==> config.mk <==
export PLATFORM = sky130hd
export DESIGN_NAME = netapp_pkt_gen_flat
export DESIGN_NICKNAME = d
export VERILOG_FILES = /design/src/rtl/netapp_pkg.sv /design/src/rtl/netapp_pkt_gen_if.sv /design/src/rtl/netapp_beat_builder.sv /design/src/rtl/netapp_pkt_gen.sv /design/src/flat_wrapper.sv
export SDC_FILE = /design/constraint.sdc
export NUM_CORES = 2
export LEC_CHECK = 0
export BUFFER_PORTS_ARGS = -buffer_cell sky130_fd_sc_hd__buf_4
export CAP_MARGIN = 20
export CORE_AREA = 2 2 341 343
export DETAILED_ROUTE_END_ITERATION = 12
export DIE_AREA = 0 0 343 345
export GPL_TIMING_DRIVEN = 0
export PLACE_DENSITY_LB_ADDON = 0.08
export SYNTH_ARGS = -nofsm -noshare
export SYNTH_HDL_FRONTEND = slang
export SYNTH_SLANG_ARGS = --single-unit
==> constraint.sdc <==
create_clock -name axis_aclk -period 7 [get_ports axis_aclk]
set_input_delay 0.35 -clock axis_aclk [delete_from_list [all_inputs] [get_ports axis_aclk]]
set_output_delay 0.35 -clock axis_aclk [all_outputs]
set_load 0.05 [all_outputs]
==> src/rtl/netapp_pkg.sv <==
// Shared constants, state encoding and helpers for the netapp test-frame generator.
package netapp_pkg;

  localparam int unsigned HDR_BYTES     = 42;
  localparam int unsigned SEQ_BYTES     = 4;
  localparam int unsigned MIN_PAYLOAD   = 18;
  localparam int unsigned PAYLOAD_OFS   = HDR_BYTES + SEQ_BYTES;
  localparam int unsigned HDR_W         = HDR_BYTES * 8;
  localparam int unsigned LEN_W         = 16;
  localparam int unsigned SEQ_W         = 32;
  localparam int unsigned CNT_W         = 32;
  localparam int unsigned PORT_W        = 8;
  localparam int unsigned IDX_W         = 16;

  localparam int unsigned TUSER_LEN_LSB = 0;
  localparam int unsigned TUSER_SRC_LSB = 16;
  localparam int unsigned TUSER_DST_LSB = 24;

  typedef enum logic [1:0] {
    ST_IDLE = 2'd0,
    ST_SEND = 2'd1,
    ST_GAP  = 2'd2
  } state_t;

  // Wire length (FCS excluded) after clamping the requested payload.
  function automatic logic [LEN_W-1:0] frame_len(input logic [LEN_W-1:0] payload_len,
                                                 input int unsigned max_frame);
    int unsigned p;
    p = 32'(payload_len);
    if (p < MIN_PAYLOAD) p = MIN_PAYLOAD;
    if (p > max_frame - HDR_BYTES) p = max_frame - HDR_BYTES;
    return LEN_W'(p + HDR_BYTES);
  endfunction

endpackage

==> src/rtl/netapp_pkt_gen_if.sv <==
// AXI-Stream master bus carrying generated frames.
interface netapp_pkt_gen_if #(
  parameter int unsigned DW = 256,
  parameter int unsigned TW = 128
);
  logic [DW-1:0]   tdata;
  logic [DW/8-1:0] tkeep;
  logic [TW-1:0]   tuser;
  logic            tvalid;
  logic            tready;
  logic            tlast;

  modport master (output tdata, tkeep, tuser, tvalid, tlast, input tready);
  modport slave  (input tdata, tkeep, tuser, tvalid, tlast, output tready);
endinterface

==> src/rtl/netapp_beat_builder.sv <==
// Combinational builder of one frame beat: header, big-endian sequence, byte-count payload.
module netapp_beat_builder
  import netapp_pkg::*;
#(
  parameter int unsigned DW = 256
) (
  input  logic [IDX_W-1:0] beat_idx,
  input  logic [LEN_W-1:0] frame_len,
  input  logic [HDR_W-1:0] hdr,
  input  logic [SEQ_W-1:0] seq,
  output logic [DW-1:0]    tdata_c,
  output logic [DW/8-1:0]  tkeep_c,
  output logic             tlast_c
);

  localparam int unsigned KW = DW / 8;

  always_comb begin
    logic [31:0] base;
    logic [31:0] k;
    logic [7:0]  b;
    tdata_c = '0;
    tkeep_c = '0;
    base    = 32'(beat_idx) * 32'(KW);
    k       = '0;
    b       = '0;
    for (int unsigned j = 0; j < KW; j++) begin
      k = base + 32'(j);
      b = 8'h00;
      if (k < 32'(frame_len)) begin
        tkeep_c[j] = 1'b1;
        if (k < 32'(HDR_BYTES)) begin
          b = hdr[{k[5:0], 3'b000} +: 8];
        end else if (k < 32'(PAYLOAD_OFS)) begin
          case (2'(k - 32'(HDR_BYTES)))
            2'd0:    b = seq[31:24];
            2'd1:    b = seq[23:16];
            2'd2:    b = seq[15:8];
            default: b = seq[7:0];
          endcase
        end else begin
          b = 8'(k - 32'(PAYLOAD_OFS));
        end
      end
      tdata_c[8*j +: 8] = b;
    end
    tlast_c = (base + 32'(KW)) >= 32'(frame_len);
  end

endmodule

==> src/rtl/netapp_pkt_gen.sv <==
// Run-time configurable Ethernet/IPv4/UDP test-frame generator on an AXI-Stream master.
module netapp_pkt_gen
  import netapp_pkg::*;
#(
  parameter int unsigned C_M_AXIS_DATA_WIDTH  = 256,
  parameter int unsigned C_M_AXIS_TUSER_WIDTH = 128,
  parameter int unsigned MAX_FRAME_BYTES      = 1514
) (
  input  logic              axis_aclk,
  input  logic              axis_resetn,
  input  logic [HDR_W-1:0]  cfg_hdr,
  input  logic [LEN_W-1:0]  cfg_payload_len,
  input  logic [15:0]       cfg_gap_cycles,
  input  logic [CNT_W-1:0]  cfg_frame_count,
  input  logic [PORT_W-1:0] cfg_src_port,
  input  logic [PORT_W-1:0] cfg_dst_port,
  input  logic              start,
  input  logic              stop,
  netapp_pkt_gen_if.master  m_axis,
  output logic              busy,
  output logic              done,
  output logic [CNT_W-1:0]  frames_sent
);

  localparam int unsigned DW = C_M_AXIS_DATA_WIDTH;
  localparam int unsigned KW = DW / 8;
  localparam int unsigned TW = C_M_AXIS_TUSER_WIDTH;

  state_t            state_q, state_d;
  logic [HDR_W-1:0]  hdr_q, hdr_d;
  logic [LEN_W-1:0]  len_q, len_d;
  logic [15:0]       gap_q, gap_d;
  logic [15:0]       gap_cnt_q, gap_cnt_d;
  logic [CNT_W-1:0]  count_q, count_d;
  logic [CNT_W-1:0]  frames_q, frames_d;
  logic [SEQ_W-1:0]  seq_q, seq_d;
  logic [IDX_W-1:0]  idx_q, idx_d;
  logic              stop_pend_q, stop_pend_d;
  logic [DW-1:0]     tdata_q, tdata_d;
  logic [KW-1:0]     tkeep_q, tkeep_d;
  logic [TW-1:0]     tuser_q, tuser_d;
  logic              tvalid_q, tvalid_d;
  logic              tlast_q, tlast_d;
  logic              busy_q, done_q, done_d;

  logic [LEN_W-1:0]  cfg_len_c;
  logic [TW-1:0]     cfg_tuser_c;
  logic [HDR_W-1:0]  bld_hdr_c;
  logic [LEN_W-1:0]  bld_len_c;
  logic [IDX_W-1:0]  bld_idx_c;
  logic [SEQ_W-1:0]  bld_seq_c;
  logic [DW-1:0]     bld_tdata_c;
  logic [KW-1:0]     bld_tkeep_c;
  logic              bld_tlast_c;
  logic              hs_c;
  logic              load_c;

  assign hs_c      = tvalid_q & m_axis.tready;
  assign cfg_len_c = frame_len(cfg_payload_len, MAX_FRAME_BYTES);

  always_comb begin
    cfg_tuser_c = '0;
    cfg_tuser_c[TUSER_LEN_LSB +: LEN_W]  = cfg_len_c;
    cfg_tuser_c[TUSER_SRC_LSB +: PORT_W] = cfg_src_port;
    cfg_tuser_c[TUSER_DST_LSB +: PORT_W] = cfg_dst_port;
  end

  // Builder always describes the beat to be loaded next: successor beat, or beat 0 of the next frame.
  always_comb begin
    bld_hdr_c = (state_q == ST_IDLE) ? cfg_hdr : hdr_q;
    bld_len_c = (state_q == ST_IDLE) ? cfg_len_c : len_q;
    bld_idx_c = (state_q == ST_SEND && !tlast_q) ? idx_q + IDX_W'(1) : '0;
    if (state_q == ST_IDLE)                bld_seq_c = '0;
    else if (state_q == ST_SEND && tlast_q) bld_seq_c = seq_q + SEQ_W'(1);
    else                                   bld_seq_c = seq_q;
  end

  netapp_beat_builder #(.DW(DW)) u_builder (
    .beat_idx  (bld_idx_c),
    .frame_len (bld_len_c),
    .hdr       (bld_hdr_c),
    .seq       (bld_seq_c),
    .tdata_c   (bld_tdata_c),
    .tkeep_c   (bld_tkeep_c),
    .tlast_c   (bld_tlast_c)
  );

  always_comb begin
    state_d     = state_q;
    hdr_d       = hdr_q;
    len_d       = len_q;
    gap_d       = gap_q;
    gap_cnt_d   = gap_cnt_q;
    count_d     = count_q;
    frames_d    = frames_q;
    seq_d       = seq_q;
    idx_d       = idx_q;
    stop_pend_d = stop_pend_q;
    tdata_d     = tdata_q;
    tkeep_d     = tkeep_q;
    tuser_d     = tuser_q;
    tvalid_d    = tvalid_q;
    tlast_d     = tlast_q;
    done_d      = 1'b0;
    load_c      = 1'b0;

    case (state_q)
      ST_IDLE: begin
        if (start) begin
          hdr_d       = cfg_hdr;
          len_d       = cfg_len_c;
          gap_d       = cfg_gap_cycles;
          count_d     = cfg_frame_count;
          tuser_d     = cfg_tuser_c;
          seq_d       = '0;
          frames_d    = '0;
          stop_pend_d = 1'b0;
          load_c      = 1'b1;
          state_d     = ST_SEND;
        end
      end
      ST_SEND: begin
        if (stop) stop_pend_d = 1'b1;
        if (hs_c) begin
          if (!tlast_q) begin
            load_c = 1'b1;
          end else begin
            frames_d = frames_q + CNT_W'(1);
            seq_d    = seq_q + SEQ_W'(1);
            if (((count_q != '0) && (frames_d == count_q)) || stop_pend_q || stop) begin
              state_d  = ST_IDLE;
              done_d   = 1'b1;
              tvalid_d = 1'b0;
              tlast_d  = 1'b0;
            end else if (gap_q != '0) begin
              state_d   = ST_GAP;
              gap_cnt_d = gap_q;
              tvalid_d  = 1'b0;
              tlast_d   = 1'b0;
            end else begin
              load_c = 1'b1;
            end
          end
        end
      end
      ST_GAP: begin
        if (stop) begin
          state_d = ST_IDLE;
          done_d  = 1'b1;
        end else if (gap_cnt_q == 16'd1) begin
          load_c  = 1'b1;
          state_d = ST_SEND;
        end else begin
          gap_cnt_d = gap_cnt_q - 16'd1;
        end
      end
      default: state_d = ST_IDLE;
    endcase

    if (load_c) begin
      tdata_d  = bld_tdata_c;
      tkeep_d  = bld_tkeep_c;
      tlast_d  = bld_tlast_c;
      tvalid_d = 1'b1;
      idx_d    = bld_idx_c;
    end
  end

  always_ff @(posedge axis_aclk or negedge axis_resetn) begin
    if (!axis_resetn) begin
      state_q     <= ST_IDLE;
      hdr_q       <= '0;
      len_q       <= '0;
      gap_q       <= '0;
      gap_cnt_q   <= '0;
      count_q     <= '0;
      frames_q    <= '0;
      seq_q       <= '0;
      idx_q       <= '0;
      stop_pend_q <= 1'b0;
      tdata_q     <= '0;
      tkeep_q     <= '0;
      tuser_q     <= '0;
      tvalid_q    <= 1'b0;
      tlast_q     <= 1'b0;
      busy_q      <= 1'b0;
      done_q      <= 1'b0;
    end else begin
      state_q     <= state_d;
      hdr_q       <= hdr_d;
      len_q       <= len_d;
      gap_q       <= gap_d;
      gap_cnt_q   <= gap_cnt_d;
      count_q     <= count_d;
      frames_q    <= frames_d;
      seq_q       <= seq_d;
      idx_q       <= idx_d;
      stop_pend_q <= stop_pend_d;
      tdata_q     <= tdata_d;
      tkeep_q     <= tkeep_d;
      tuser_q     <= tuser_d;
      tvalid_q    <= tvalid_d;
      tlast_q     <= tlast_d;
      busy_q      <= (state_d != ST_IDLE);
      done_q      <= done_d;
    end
  end

  assign m_axis.tdata  = tdata_q;
  assign m_axis.tkeep  = tkeep_q;
  assign m_axis.tuser  = tuser_q;
  assign m_axis.tvalid = tvalid_q;
  assign m_axis.tlast  = tlast_q;
  assign busy          = busy_q;
  assign done          = done_q;
  assign frames_sent   = frames_q;

endmodule
==> src/flat_wrapper.sv <==
// flat-port wrapper written by rule: the top's interface ports become plain ports
module netapp_pkt_gen_flat import netapp_pkg::*;
#(
  parameter int unsigned C_M_AXIS_DATA_WIDTH  = 256,
  parameter int unsigned C_M_AXIS_TUSER_WIDTH = 128,
  parameter int unsigned MAX_FRAME_BYTES      = 1514
)
  (axis_aclk, axis_resetn, cfg_hdr, cfg_payload_len, cfg_gap_cycles, cfg_frame_count, cfg_src_port, cfg_dst_port, start, stop, busy, done, frames_sent, m_axis_tdata, m_axis_tkeep, m_axis_tuser, m_axis_tvalid, m_axis_tlast, m_axis_tready);
  netapp_pkt_gen_if m_axis_i ();
  input  logic axis_aclk;
  input  logic axis_resetn;
  input  logic [HDR_W-1:0] cfg_hdr;
  input  logic [LEN_W-1:0] cfg_payload_len;
  input  logic [15:0] cfg_gap_cycles;
  input  logic [CNT_W-1:0] cfg_frame_count;
  input  logic [PORT_W-1:0] cfg_src_port;
  input  logic [PORT_W-1:0] cfg_dst_port;
  input  logic start;
  input  logic stop;
  output logic busy;
  output logic done;
  output logic [CNT_W-1:0] frames_sent;
  output wire logic [$bits(m_axis_i.tdata)-1:0] m_axis_tdata;
  output wire logic [$bits(m_axis_i.tkeep)-1:0] m_axis_tkeep;
  output wire logic [$bits(m_axis_i.tuser)-1:0] m_axis_tuser;
  output wire logic [$bits(m_axis_i.tvalid)-1:0] m_axis_tvalid;
  output wire logic [$bits(m_axis_i.tlast)-1:0] m_axis_tlast;
  input wire logic [$bits(m_axis_i.tready)-1:0] m_axis_tready;
  assign m_axis_tdata = m_axis_i.tdata;
  assign m_axis_tkeep = m_axis_i.tkeep;
  assign m_axis_tuser = m_axis_i.tuser;
  assign m_axis_tvalid = m_axis_i.tvalid;
  assign m_axis_tlast = m_axis_i.tlast;
  assign m_axis_i.tready = m_axis_tready;
  netapp_pkt_gen #(.C_M_AXIS_DATA_WIDTH(C_M_AXIS_DATA_WIDTH), .C_M_AXIS_TUSER_WIDTH(C_M_AXIS_TUSER_WIDTH), .MAX_FRAME_BYTES(MAX_FRAME_BYTES)) u_core (.axis_aclk(axis_aclk), .axis_resetn(axis_resetn), .cfg_hdr(cfg_hdr), .cfg_payload_len(cfg_payload_len), .cfg_gap_cycles(cfg_gap_cycles), .cfg_frame_count(cfg_frame_count), .cfg_src_port(cfg_src_port), .cfg_dst_port(cfg_dst_port), .start(start), .stop(stop), .m_axis(m_axis_i), .busy(busy), .done(done), .frames_sent(frames_sent));
endmodule
==> metrics.md <==
| Metric | Value |
|---|---|
| Layout cells sized above 1 | `0.335` |
| Area Growth Syn to Fin | `40.0%` |
| Ranking of synthesized cells by area | `dfrtp_1, mux2_2, nand2_1` |
| Synthesized instance count | `3571` |
| Fin crit period | `6.68 ns` |
| Crit path cell chain | `inv_1 > ha_1 > buf_1 > buf_4 > buf_2 > clkbuf_1 > clkbuf_2 > o21ai_0 > ha_1 > a21oi_1 > nor2b_1 > o21ai_0 > nand2b_1 > o21ai_0 > nand3_1 > nor2_1 > and3_1 > clkbuf_1 > nand2_1 > o21ai_1` |
| CTS Buf Count | `99` |
| Die ar. | `about 0.12 mm^2` |
| WHS Endpoint | `u_core.len_q[8]$_DFFE_PN0P_` |
| Port Buf Inserts | `775` |
| Row count | `125` |
| # H-tree levels | `3` |
| Setup crit start | `u_core.state_q[0]$_DFF_PN0_` |
| Worst r2r path cells | `20` |
| Root Buffer | `clkbuf_16` |
| Startpoint types | `flop` |
| Synth Area in Compound Gates | `0.126` |
| Mapped Area | `0.0404 mm^2` |
| Clock sinks | `807` |
| # nets final | `5441` |
| Mapped Avg Cell Area | `11.3 um^2` |
| FF-to-FF setup slack | `0.32 ns` |
| Number of routed nets with antenna violations | `0` |
| Distinct cells, synth | `84` |
| Total core area | `0.115 mm^2` |
| Starting DRT DRC Count | `2584` |
| Synth async-reset ratio | `1.00` |
| Post-Synth Simple-Gate Area | `0.0978` |
| Worst-skew pair later-pin latency | `0.70 ns` |
| CTS tree | `yes` |
| First-pass GRT wire length | `247 mm` |
| Critical path arrival | `7.28 ns` |
| Max frequency | `approximately 0.15 GHz` |
| Setup violators final | `0` |
| Status | `finished clean` |
| GR Overflow Total | `0` |
| Power density cells | `530 mW/mm^2` |
| Setup ws final | `roughly 0.32 ns` |
| Die X | `roughly 340 um` |
| CTS clock-pin slew for the worst setup and hold paths | `0.06 ns` |
| Prevailing post-synth register cell | `dfrtp_1` |
| R2R Path Start | `u_core.state_q[0]$_DFF_PN0_` |
| Period utilization | `0.954` |
| Worst Hold Slack | `0.0772 ns` |
| Worst vdd ir | `0.267 mV` |
| All-Layer GR Usage | `0.284` |
| Dpl hpwl | `129 mm` |
| Initial antenna violation count | `35` |
| Cell Count Post-Placement | `5999` |
| Max Cap Viol | `0` |
| Hold/Removal Path Class | `input port to flop` |
| FF-to-FF End | `u_core.m_axis.tdata[49]$_DFFE_PN0P_` |
| Slew of the pin with the lowest slew margin | `1.18 ns` |
| Setup TNS | `0 ns` |
| Worst Hold Depth | `4` |
| 1st-pass router iterations | `6` |
| Worst Skew | `0.0228 ns` |
| Final Non-Filler Cells | `roughly 6600` |
| CP endpoint kind | `flop` |
| Final wirelength | `171 mm` |
| Top delay family on crit path | `buffers and inverters` |
| Total power | `30.0 mW` |
| Mux contribution to synthesized area | `0.201` |
| Post-placement worst setup slack | `-1.45 ns` |
| Adder-cell share of the synthesized area | `0.0115` |
| Min-delay src | `cfg_payload_len[8]` |
| Routed met3 length | `11.5 mm` |
| Clock buffer depth | `3` |
| Synth Area in XOR/XNOR | `0.0164` |
| #FFs+latches synth | `807` |
| Pleak | `25.2 nW` |
| RSZ-0062 raised after global routing | `false` |
| Hold Vio Cnt, Final | `0` |
| IO Count | `~870` |
| Met1 WL | `72.1 mm` |
| Post-synth top area share | `0.500` |
| Largest family of logic cells by synthesized area | `multiplexers` |
| Worst path max stage delay | `roughly 0.54 ns` |
| Synth warn | `0` |
| Worst Path Required | `7.60 ns` |
| Vias in the first global route | `35400` |
| Largest net degree at the start of global routing | `115` |
| Buf/Inv on CP | `7` |
| Vias per inst | `5.29` |
| EDFF count, synth | `0` |
| Die Ht | `345 um` |
| Met2 WL | `81.1 mm` |
| Starting density of the core | `0.351` |
| Critical path peak fanout | `19` |
| Vias | `about 35000` |
| Crit path kind | `flop to flop` |
| CP max-delay cell | `buf_2` |
| Highest routed metal layer | `met5` |
| Worst slew margin | `0.210` |
| Post-synth top area cell | `dfrtp_1` |
| Sequential fraction of the synthesis area | `0.500` |
| Final slew viol count | `0` |
| Avg WL per Cell | `25.9 um` |
| Routability cong. | `0.912` |
| Fillers | `between 10000 and 15000` |
| DRC | `0` |
| Crit path top cell by count | `o21ai_0` |
-- report_power, final --
group	internal, mW	switching, mW
clock network	3.07	2.19
logic	5.98	10.6
registers	6.84	1.29
total	15.9	14.1
-- cell usage in the layout, fill, tap and decap left out, drive strengths merged, types with 14 or more instances in the layout --
| cell | netlist | routed |
|---|---|---|
| inv | 37 | 39 |
| a32o | 120 | 120 |
| a311oi | 18 | 18 |
| dfrtp | 807 | 807 |
| mux4 | 70 | 70 |
| a22o | 72 | 72 |
| a21o | 20 | 20 |
| and3 | 21 | 21 |
| nor3 | 61 | 61 |
| o31ai | 25 | 25 |
| conb | 1 | 96 |
| dlygate4sd3 | 0 | 405 |
| a21oi | 150 | 150 |
| xor2 | 29 | 29 |
| o21ai | 225 | 225 |
| clkbuf | 166 | 318 |
| nand2 | 456 | 456 |
| o22ai | 17 | 17 |
| diode | 0 | 21 |
| xnor2 | 43 | 43 |
| nand4 | 33 | 33 |
| buf | 179 | 991 |
| nor4 | 30 | 30 |
| ha | 37 | 37 |
| nor2 | 113 | 113 |
| and2 | 24 | 24 |
| nand3 | 57 | 57 |
| mux2 | 460 | 460 |
| mux2i | 136 | 136 |
| a31oi | 14 | 14 |
-- sequential cells by signal, summed over array words and instances, names as in the netlist, 2 cells and up --
register             cells
u_core.idx_q            16
u_core.state_q           2
u_core.m_axis.tuser     17
u_core.m_axis.tkeep     32
u_core.m_axis.tdata    256
u_core.len_q            15
u_core.hdr_q           336
u_core.gap_q            16
u_core.seq_q            32
u_core.frames_sent      32
u_core.count_q          32
u_core.gap_cnt_q        16
-- worst max-delay path by stage --
stage                     slack [ns]  depth (start not counted)                              endpoint
after floorplan                 1.56                         19  u_core.m_axis.tdata[246]$_DFFE_PN0P_
after global placement         -4.84                          1  u_core.m_axis.tdata[211]$_DFFE_PN0P_
after detailed placement       -1.45                         19   u_core.m_axis.tkeep[26]$_DFFE_PN0P_
after CTS                       0.10                         20  u_core.m_axis.tdata[175]$_DFFE_PN0P_
after global routing            0.02                         21   u_core.m_axis.tdata[50]$_DFFE_PN0P_
final                           0.32                         20   u_core.m_axis.tdata[49]$_DFFE_PN0P_
-- layout make-up --
cell class,count,area [um^2],area share
sequential,807,20200,0.357
buffer,342,1770,0.0312
timing repair buffer,1219,10500,0.185
inverter,38,143,0.00252
multi-input combinational,2476,18700,0.331
antenna,21,52.6,0.000929
clock buffer,153,2980,0.0527
tap,1524,1910,0.0337
clock inverter,23,319,0.00564
-- what timing repair did --
item,4_1_cts,5_1_grt
setup buffers,3,2
gates resized for setup,7,7
gates cloned,0,0
setup endpoints to repair,289,94
hold endpoints to repair,537,0
pin swaps,1,1
hold buffers,405,0
-- per-layer routing --
metal,GRT usage,vias up
met4,0.0968,24
met1,0.372,17700
met3,0.0637,295
met2,0.462,1126
met5,0,-
li1,-,15800
-- synthesized netlist by cell type, types with 7 or more instances --
cell,n
o21a_1,7
mux4_2,70
nand2_1,456
a31oi_1,14
a211oi_1,10
and4_1,13
o211ai_1,10
o31ai_1,24
and3_1,21
nand2b_1,13
nor3_1,58
nand4_1,32
mux2i_1,136
a21oi_1,150
a22o_1,72
o21ai_1,61
nor2_1,113
nand3_1,57
a32o_1,120
and2_1,24
nor4_1,28
xnor2_1,43
buf_1,23
buf_4,100
a21o_1,19
inv_1,36
dfrtp_1,807
buf_2,52
a311oi_1,18
or3_1,11
xor2_1,28
mux2_2,460
clkbuf_1,165
o21ai_0,161
o22ai_1,17
ha_1,37
-- worst register-to-register path: stages, from the launching register on --
cell      delay, ns
dfrtp_1        0.43
inv_1          0.16
ha_1           0.30
buf_1          0.50
buf_4          0.49
buf_2          0.56
clkbuf_1       0.44
clkbuf_2       0.39
o21ai_0        0.25
ha_1           0.35
a21oi_1        0.17
nor2b_1        0.06
o21ai_0        0.15
nand2b_1       0.16
o21ai_0        0.21
nand3_1        0.14
nor2_1         0.34
and3_1         0.21
clkbuf_1       0.45
nand2_1        0.53
o21ai_1        0.29
-- logic make-up (layout without fill, tap and decap cells) --
family	Yosys count	count (layout)
AO/OA/AOI/OAI	741	741
multiplexers	666	666
flip-flops	807	807
AND/OR/NAND/NOR	863	863
other	1	117
adder cells (fa/ha/maj)	37	37
buffers and inverters	383	1775
XOR/XNOR	73	73
-- metrics by stage --
stage	cell area (um^2)	util
after floorplan	40800	-
after global placement	48500	0.421
after detailed placement	49100	0.427
after CTS	56500	0.491
after global routing	56600	0.491
final	56600	0.492
No activity file was read; power rests on OpenSTA's default activity.
